### src/rtl/instr_fetch.sv
// ----------------------------------------------------------------------------
// instr_fetch
//
// Purpose:
//   Instruction fetch stage. Issues one word-aligned request to instruction
//   memory at a time, captures the returned word together with the address
//   it came from, and presents it to decode with a valid/ready handshake.
//   A flush discards whatever is in flight or held and replaces the
//   presented instruction with a NOP. A misaligned fetch address raises a
//   sticky error flag; the fetch still goes ahead at the aligned address.
//
// Configuration:
//   FETCH_TIMEOUT_EN  - when defined, a wait counter watches the request
//                       phase; after TIMEOUT_CYCLES cycles without
//                       mem_ready the stage gives up, raises fetch_err and
//                       hands a NOP (tagged with the requested address) to
//                       decode. When undefined the request waits forever.
//
// Parameters:
//   RESET_PC        - instr_pc value while nothing has been fetched
//   NOP_INSTR       - instruction presented after reset and after flush
//   TIMEOUT_CYCLES  - request wait limit (FETCH_TIMEOUT_EN only)
//
// Ports:
//   clk          in   clock, rising edge
//   clr          in   asynchronous active-high reset
//   pc_val       in   32  current fetch address from the PC
//   stall        in   downstream hold, blocks issue of new fetches
//   flush        in   redirect, discards in-flight and held instructions
//   mem_ready    in   mem_rdata is valid for mem_addr
//   mem_rdata    in   32  instruction word from memory
//   instr_ready  in   decode accepts instr this cycle
//   mem_req      out  fetch request to memory
//   mem_addr     out  32  registered word-aligned fetch address
//   instr        out  32  fetched instruction word
//   instr_pc     out  32  address instr was fetched from
//   instr_valid  out  instr/instr_pc valid for decode
//   pc_inc       out  one-cycle pulse advancing the PC
//   fetch_err    out  sticky misalign / timeout error
// ----------------------------------------------------------------------------
module instr_fetch #(
    parameter logic [31:0] RESET_PC       = 32'h0000_0000,
    parameter logic [31:0] NOP_INSTR      = 32'h0000_0013,
    parameter int unsigned TIMEOUT_CYCLES = 16
) (
    input  logic        clk,
    input  logic        clr,
    input  logic [31:0] pc_val,
    input  logic        stall,
    input  logic        flush,
    input  logic        mem_ready,
    input  logic [31:0] mem_rdata,
    input  logic        instr_ready,
    output logic        mem_req,
    output logic [31:0] mem_addr,
    output logic [31:0] instr,
    output logic [31:0] instr_pc,
    output logic        instr_valid,
    output logic        pc_inc,
    output logic        fetch_err
);

    typedef enum logic [1:0] {
        IDLE  = 2'd0,
        REQ   = 2'd1,
        VALID = 2'd2
    } state_t;

    state_t      state_q, state_d;
    logic [31:0] mem_addr_q, mem_addr_d;
    logic [31:0] instr_q, instr_d;
    logic [31:0] instr_pc_q, instr_pc_d;
    logic        err_q, err_d;
    logic        pc_inc_c;

    logic [31:0] alignedPc;
    logic        misaligned;

`ifdef FETCH_TIMEOUT_EN
    localparam int unsigned WAIT_W = $clog2(TIMEOUT_CYCLES + 1);
    logic [WAIT_W-1:0] wait_q, wait_d;
    logic              timeout;
`else
    // The wait limit has no effect when the watchdog is compiled out; this
    // keeps the parameter referenced so both builds share one interface.
    localparam int unsigned unusedTimeout = TIMEOUT_CYCLES;
`endif

    assign alignedPc  = {pc_val[31:2], 2'b00};
    assign misaligned = |pc_val[1:0];

    // Next-state and datapath decisions. Flush is checked first so it wins
    // over mem_ready, instr_ready and stall arriving in the same cycle, and
    // it suppresses pc_inc because the captured word would be thrown away.
    always_comb begin
        state_d    = state_q;
        mem_addr_d = mem_addr_q;
        instr_d    = instr_q;
        instr_pc_d = instr_pc_q;
        err_d      = err_q;
        pc_inc_c   = 1'b0;
`ifdef FETCH_TIMEOUT_EN
        wait_d     = '0;
        timeout    = (state_q == REQ) && !mem_ready &&
                     (wait_q == WAIT_W'(TIMEOUT_CYCLES - 1));
`endif

        if (flush) begin
            state_d = IDLE;
            instr_d = NOP_INSTR;
        end else begin
            case (state_q)
                IDLE: begin
                    if (!stall) begin
                        state_d    = REQ;
                        mem_addr_d = alignedPc;
                        if (misaligned) begin
                            err_d = 1'b1;
                        end
                    end
                end
                REQ: begin
                    // pc_inc fires on the same edge the word is captured so
                    // pc_val already points at the next word when decode
                    // hands back instr_ready.
                    if (mem_ready) begin
                        instr_d    = mem_rdata;
                        instr_pc_d = mem_addr_q;
                        state_d    = VALID;
                        pc_inc_c   = 1'b1;
                    end
`ifdef FETCH_TIMEOUT_EN
                    else if (timeout) begin
                        instr_d    = NOP_INSTR;
                        instr_pc_d = mem_addr_q;
                        err_d      = 1'b1;
                        state_d    = VALID;
                        pc_inc_c   = 1'b1;
                    end else begin
                        wait_d = wait_q + 1'b1;
                    end
`endif
                end
                VALID: begin
                    if (instr_ready) begin
                        if (!stall) begin
                            state_d    = REQ;
                            mem_addr_d = alignedPc;
                            if (misaligned) begin
                                err_d = 1'b1;
                            end
                        end else begin
                            state_d = IDLE;
                        end
                    end
                end
                default: begin
                    state_d = IDLE;
                end
            endcase
        end
    end

    // State and datapath registers; reset abandons any outstanding request.
    always_ff @(posedge clk or posedge clr) begin
        if (clr) begin
            state_q    <= IDLE;
            mem_addr_q <= 32'h0000_0000;
            instr_q    <= NOP_INSTR;
            instr_pc_q <= RESET_PC;
            err_q      <= 1'b0;
        end else begin
            state_q    <= state_d;
            mem_addr_q <= mem_addr_d;
            instr_q    <= instr_d;
            instr_pc_q <= instr_pc_d;
            err_q      <= err_d;
        end
    end

`ifdef FETCH_TIMEOUT_EN
    // Wait counter; clears whenever the stage is not waiting in REQ.
    always_ff @(posedge clk or posedge clr) begin
        if (clr) begin
            wait_q <= '0;
        end else begin
            wait_q <= wait_d;
        end
    end
`endif

    assign mem_req     = (state_q == REQ);
    assign instr_valid = (state_q == VALID);
    assign mem_addr    = mem_addr_q;
    assign instr       = instr_q;
    assign instr_pc    = instr_pc_q;
    assign fetch_err   = err_q;
    assign pc_inc      = pc_inc_c;

endmodule

### config.mk
export PLATFORM = sky130hd
export DESIGN_NAME = instr_fetch
export DESIGN_NICKNAME = d
export VERILOG_FILES = /design/src/rtl/instr_fetch.sv
export SDC_FILE = /design/constraint.sdc
export NUM_CORES = 1
export LEC_CHECK = 0
export BUFFER_PORTS_ARGS = -buffer_cell sky130_fd_sc_hd__clkbuf_2
export CAP_MARGIN = 30
export CELL_PAD_IN_SITES_DETAIL_PLACEMENT = 0
export CELL_PAD_IN_SITES_GLOBAL_PLACEMENT = 1
export CORE_ASPECT_RATIO = 2
export CORE_UTILIZATION = 35
export CTS_CLUSTER_SIZE = 40
export DETAILED_ROUTE_END_ITERATION = 10
export GPL_TIMING_DRIVEN = 0
export PLACE_DENSITY_LB_ADDON = 0.1
export SYNTH_ARGS = -nofsm -noshare
export SYNTH_HDL_FRONTEND = slang
export SYNTH_SLANG_ARGS = --single-unit
### constraint.sdc
create_clock -name clk -period 3.1 [get_ports clk]
set_input_delay 0.31 -clock clk [delete_from_list [all_inputs] [get_ports clk]]
set_output_delay 0.31 -clock clk [all_outputs]
set_load 0.01 [all_outputs]
-- Word level (Yosys, flattened, before mapping)
Index checks and enable logic that the tools add are counted.
- bits in registers: 99
- input port bits: 70
- output and inout port bits: 100
- word-level logic and storage cells: 40
- equality and inequality tests: 6
- mux-type cells: 19
- bitwise gates (word level): 1
- reduce and logical (&&, ||, !) cells: 9
- operator list (cell ; number):
    32-bit two-way mux ; 5
    32-bit case mux with 2 select lines ; 1
    3-bit != test (second input constant) ; 3
    3-bit AND reduction ; 3
    2-bit two-way mux ; 4
    1-bit two-way mux ; 7
    2-bit case mux with 3 select lines ; 1
    2-bit nonzero test ; 3
    2-bit by 1-bit equality test with 1-bit output (second input constant) ; 1
    2-bit equality test (second input constant) ; 1
    2-bit logical NOT ; 1
    2-bit != test (second input constant) ; 1
    1-bit case mux with 2 select lines ; 1
    2-bit AND reduction ; 1
    2-bit OR reduction ; 1
    1-bit NOT ; 1

-- Longest topological paths before layout
- depth after elaboration: 5
- mapped depth: 6
- depth with buffers taken out: 4

-- Worst setup path after synthesis
OpenSTA, ideal clock, no wires.
- path kind: register -> register
- start point: reg state_q[1]
- end point: reg mem_addr_q[10], in the netlist mem_addr[10]
- setup time: 0.125 ns
- arrival time: 1.480 ns
- required time: 2.975 ns
- path slack: 1.495 ns
- cell stages (with the launch flop): 6
- buffers on the path: 2
- period minus slack after synthesis: 1.605 ns
- cells stage by stage: dfrtp_1 > nor2b_4 > or4_4 > buf_6 > buf_12 > mux2_4
- longest elaborated chain between the ends: 3
- elaborated cells between the ends (all ways): 6
- classes of those cells: eq/ne: 2; mux: 1; reduce/logical: 3
- RTL lines (item ; line ; RTL):
    start: declaration ; 69 ; state_t state_q, state_d;
    start signal: assignment ; 173 ; state_q <= state_d;
    2-bit equality test / 2-bit logical NOT (equally long branches) ; 112 ; case (state_q)
    2-bit != test (no line) / 2-bit nonzero test (equally long branches) ; n/a ;
    3-bit AND reduction (no line) ; n/a ;
    end signal: assignment ; 174 ; mem_addr_q <= mem_addr_d;
    end: declaration ; 70 ; logic [31:0] mem_addr_q, mem_addr_d;
Parallel ways exist; a longest one is shown, timed or not.
A chain may end at the register's enable or synchronous reset.

-- Worst setup path after layout
- start point: reg state_q[1]
- end point: out pc_inc
- longest elaborated chain between the ends: 3
- RTL lines (item ; line ; RTL):
    2-bit by 1-bit equality test with 1-bit output ; 112 ;
    1-bit two-way mux ; 112 ;
    1-bit two-way mux ; 108 ; if (flush) begin
    end: declaration ; 59 ; output logic pc_inc,
Every way passes these cells.

==> flow_metrics.tcl <==
set metrics [dict create \
    status "complete, no violations" \
    clock_tree.htree_level_count 3 \
    insertedDiodeCount 0 \
    cts_tree "yes" \
    worst_vdd_ir_mv 0.3797 \
    timing_max_transition_violations_final 0 \
    worst_setup_path_start_kind "flop" \
    cts_sinks 95 \
    num-nets-final 471 \
    rrSetupSlack_ns 1.36 \
    routabilityCongestion 0.6996 \
    slew_headroom 0.6513 \
    grt_first_pass_wirelength_mm 12.92 \
    timing_hold_violations_final 0 \
    grt_setup_unrepaired "no" \
    leakage_nw 2.706 \
    routed_wire_length_per_instance_um 15.45 \
    avgViaCountPerCell 4.627 \
    grt.overflow.total 0 \
    finalCritPeriodShare 0.6542 \
    sw_pwr_mw 1.026 \
    dr.pass1.iters 4 \
    critical_path_peak_fanout 10 \
    synth_warnings 0 \
    data_arrival_critical_path_ns 1.72 \
    post_synth_num_cell_types 24 \
    drtIter0Drc 73 \
    drtAntennaViolNets 0 \
    num_rows 52 \
    sw_frac_of_total 0.2771 \
    cts_made_buffers 9 \
    hold_path.class "input pin to asynchronous set/reset pin" \
    place.detailed.instances 525 \
    power_frac_seq 0.452 \
    syn_area_per_cell_um2 16.75 \
    post-dp-hpwl_mm 6.200 \
    design.die.area_um2 11010 \
    power.density_cell_area_nw_per_um2 732.6 \
    vias_in_the_first_global_route 2574 \
    synth-seq-area-share 0.6433 \
    totalWireLength_mm 8.356 \
    timing.critical_path.to_type "output pin" \
    drive_gt1_frac 0.6601 \
    pre_cts_slack_ns 1.309 \
    grt_util_all_layers 0.1586 \
    floorplan.io_pins 170 \
    hold_buffers 0 \
    fin_ws_ns 1.072 \
    period_needed_ns 2.028 \
    portBuffers 165 \
    post-route-drc-count 0 \
    dieHeight_um 147.4 \
    cts.root.buffer_cell "clkbuf_16" \
    final.fill_count 942 \
    report.final.setup_viol 0 \
    worst_hold_slack_ns 0.006068 \
    timing_worst_slew_pin_value_ns 0.5231 \
    critPathRequiredTime_ns 2.79 \
    clock_latency_ns 0.34 \
    internal-power_mw 2.677 \
    cts_setup_buffers 0 \
    start_util 0.3623 \
    post_cts_resize_count 0 \
    core_area_um2 10210 \
    area_delta_synth_final_pct 36.55 \
    cts_buffer_depth 2 \
    max_freq_mhz 493.1 \
    post_synth_instance_area_um2 3701 \
    power_frac_comb 0.239 \
    dr_total_vias 2503 \
    instances_no_fill 541 \
    criticalPathCategory "flop to output pin" \
    max_cap_viol_count 0 \
    yosys_register_bits 95 \
    cts.reportedPaths.clkPinSlew_ns 0.06 \
    floorplan.die.width_um 74.72 \
    syn_inst 221 \
    clockPowerShare 0.309 \
    grt_antenna_before_repair 0 \
    final_core_util 0.4947 \
    grt_start_max_net_pins 58 \
    final.setup_skew_ns 0.006866 \
]
[logic make-up (layout without fill, tap and decap cells)]
kind of cell,Yosys count,after routing,synth area share
multiplexers,60,60,0.2110
other,1,4,0.001013
AO/OA/AOI/OAI,37,37,0.08587
buffers and inverters,21,203,0.04361
flip-flops,95,95,0.6433
AND/OR/NAND/NOR,7,7,0.01521
[state kept, by name, summed over array words and instances, names as in the netlist]
register,count
fetch_err,1
mem_addr,30
instr,32
state_q,2
instr_pc,30
[power groups by stage]
stage | Clock [mW] | Sequential [mW] | Combinational (mW)
after floorplan | 0 | 1.81 | 0.366
after detailed placement | 0 | 1.70 | 0.902
after CTS | 1.19 | 1.68 | 0.906
after global routing | 1.23 | 1.71 | 0.962
final | 1.14 | 1.67 | 0.885
after global placement | 0 | 1.68 | 0.888
[stage by stage]
| step | TNS (ns) | instance area (µm²) | power [mW] |
|---|---|---|---|
| global placement | -72.22 | 4707 | 2.573 |
| global route | 0 | 5054 | 3.903 |
| detailed placement | 0 | 4737 | 2.601 |
| CTS | 0 | 5054 | 3.774 |
| floorplan | 0 | 3712 | 2.178 |
| finish | 0 | 5054 | 3.702 |
[worst max-delay path, stage by stage, from the launching register on]
cell and delay, ns:
dfrtp_1 0.40, nor2b_1 0.11, buf_2 0.16, nand3b_2 0.19
inv_2 0.12, buf_2 0.23, clkbuf_2 0.17
[final timing paths]
check | cells after the start | start | endpoint
worst max-delay path | 6 | state_q[1] | pc_inc
worst min-delay path | 2 | clr | instr_pc[19]
worst max register to register | 6 | state_q[1] | instr_pc[28]
worst min register to register | 1 | instr[12] | instr[12]
max in group asynchronous | 3 | clr | mem_addr[25]
min in group clk | 2 | mem_rdata[28] | instr[28]
[cell usage in the layout (no fill, tap or decap), drive strengths merged]
master	instances
o21bai	1
nor2b	3
a21oi	1
dfstp	3
bufinv	1
dfrtp	92
o22a	3
buf	18
a21o	1
nand3b	1
or4	1
conb	4
clkinv	1
clkbuf	177
nor2	2
a22o	29
a22oi	1
o41ai	1
clkinvlp	1
mux2	60
inv	5
[final cells by class]
cell class | count | area [µm²] | share of cell area
clock buffer | 11 | 252.7 | 0.05001
inverter | 3 | 13.76 | 0.002723
multi-input combinational | 108 | 1170 | 0.2315
buffer | 18 | 150.1 | 0.02971
sequential | 95 | 2381 | 0.4712
tap | 135 | 168.9 | 0.03342
clock inverter | 5 | 63.81 | 0.01263
timing repair buffer | 166 | 853.3 | 0.1689
[cell usage after synthesis, drive strengths merged]
cell / n / area [µm²]
o41ai: 1 / 8.760
or4: 1 / 11.26
nand3b: 1 / 11.26
a22o: 29 / 254.0
mux2: 60 / 780.8
o22a: 3 / 26.28
a22oi: 1 / 7.510
a21oi: 1 / 5.000
o21bai: 1 / 7.510
dfrtp: 92 / 2302
nor2b: 3 / 26.27
a21o: 1 / 8.760
conb: 1 / 3.750
dfstp: 3 / 78.83
nor2: 2 / 7.510
buf: 17 / 146.4
inv: 3 / 11.26
clkbuf: 1 / 3.750
[layer usage]
metal / track usage / routed length [µm] / part of all wire / up-vias
met2: 0.2680 / 4269 / 0.51 / 108
met1: 0.1794 / 3337 / 0.40 / 1231
met4: 0.07830 / 229 / 0.027 / 0
met5: 0 / 0 / 0 / -
met3: 0.04090 / 519 / 0.062 / 14
li1: - / - / - / 1150
(Power assumes the default switching activity.)
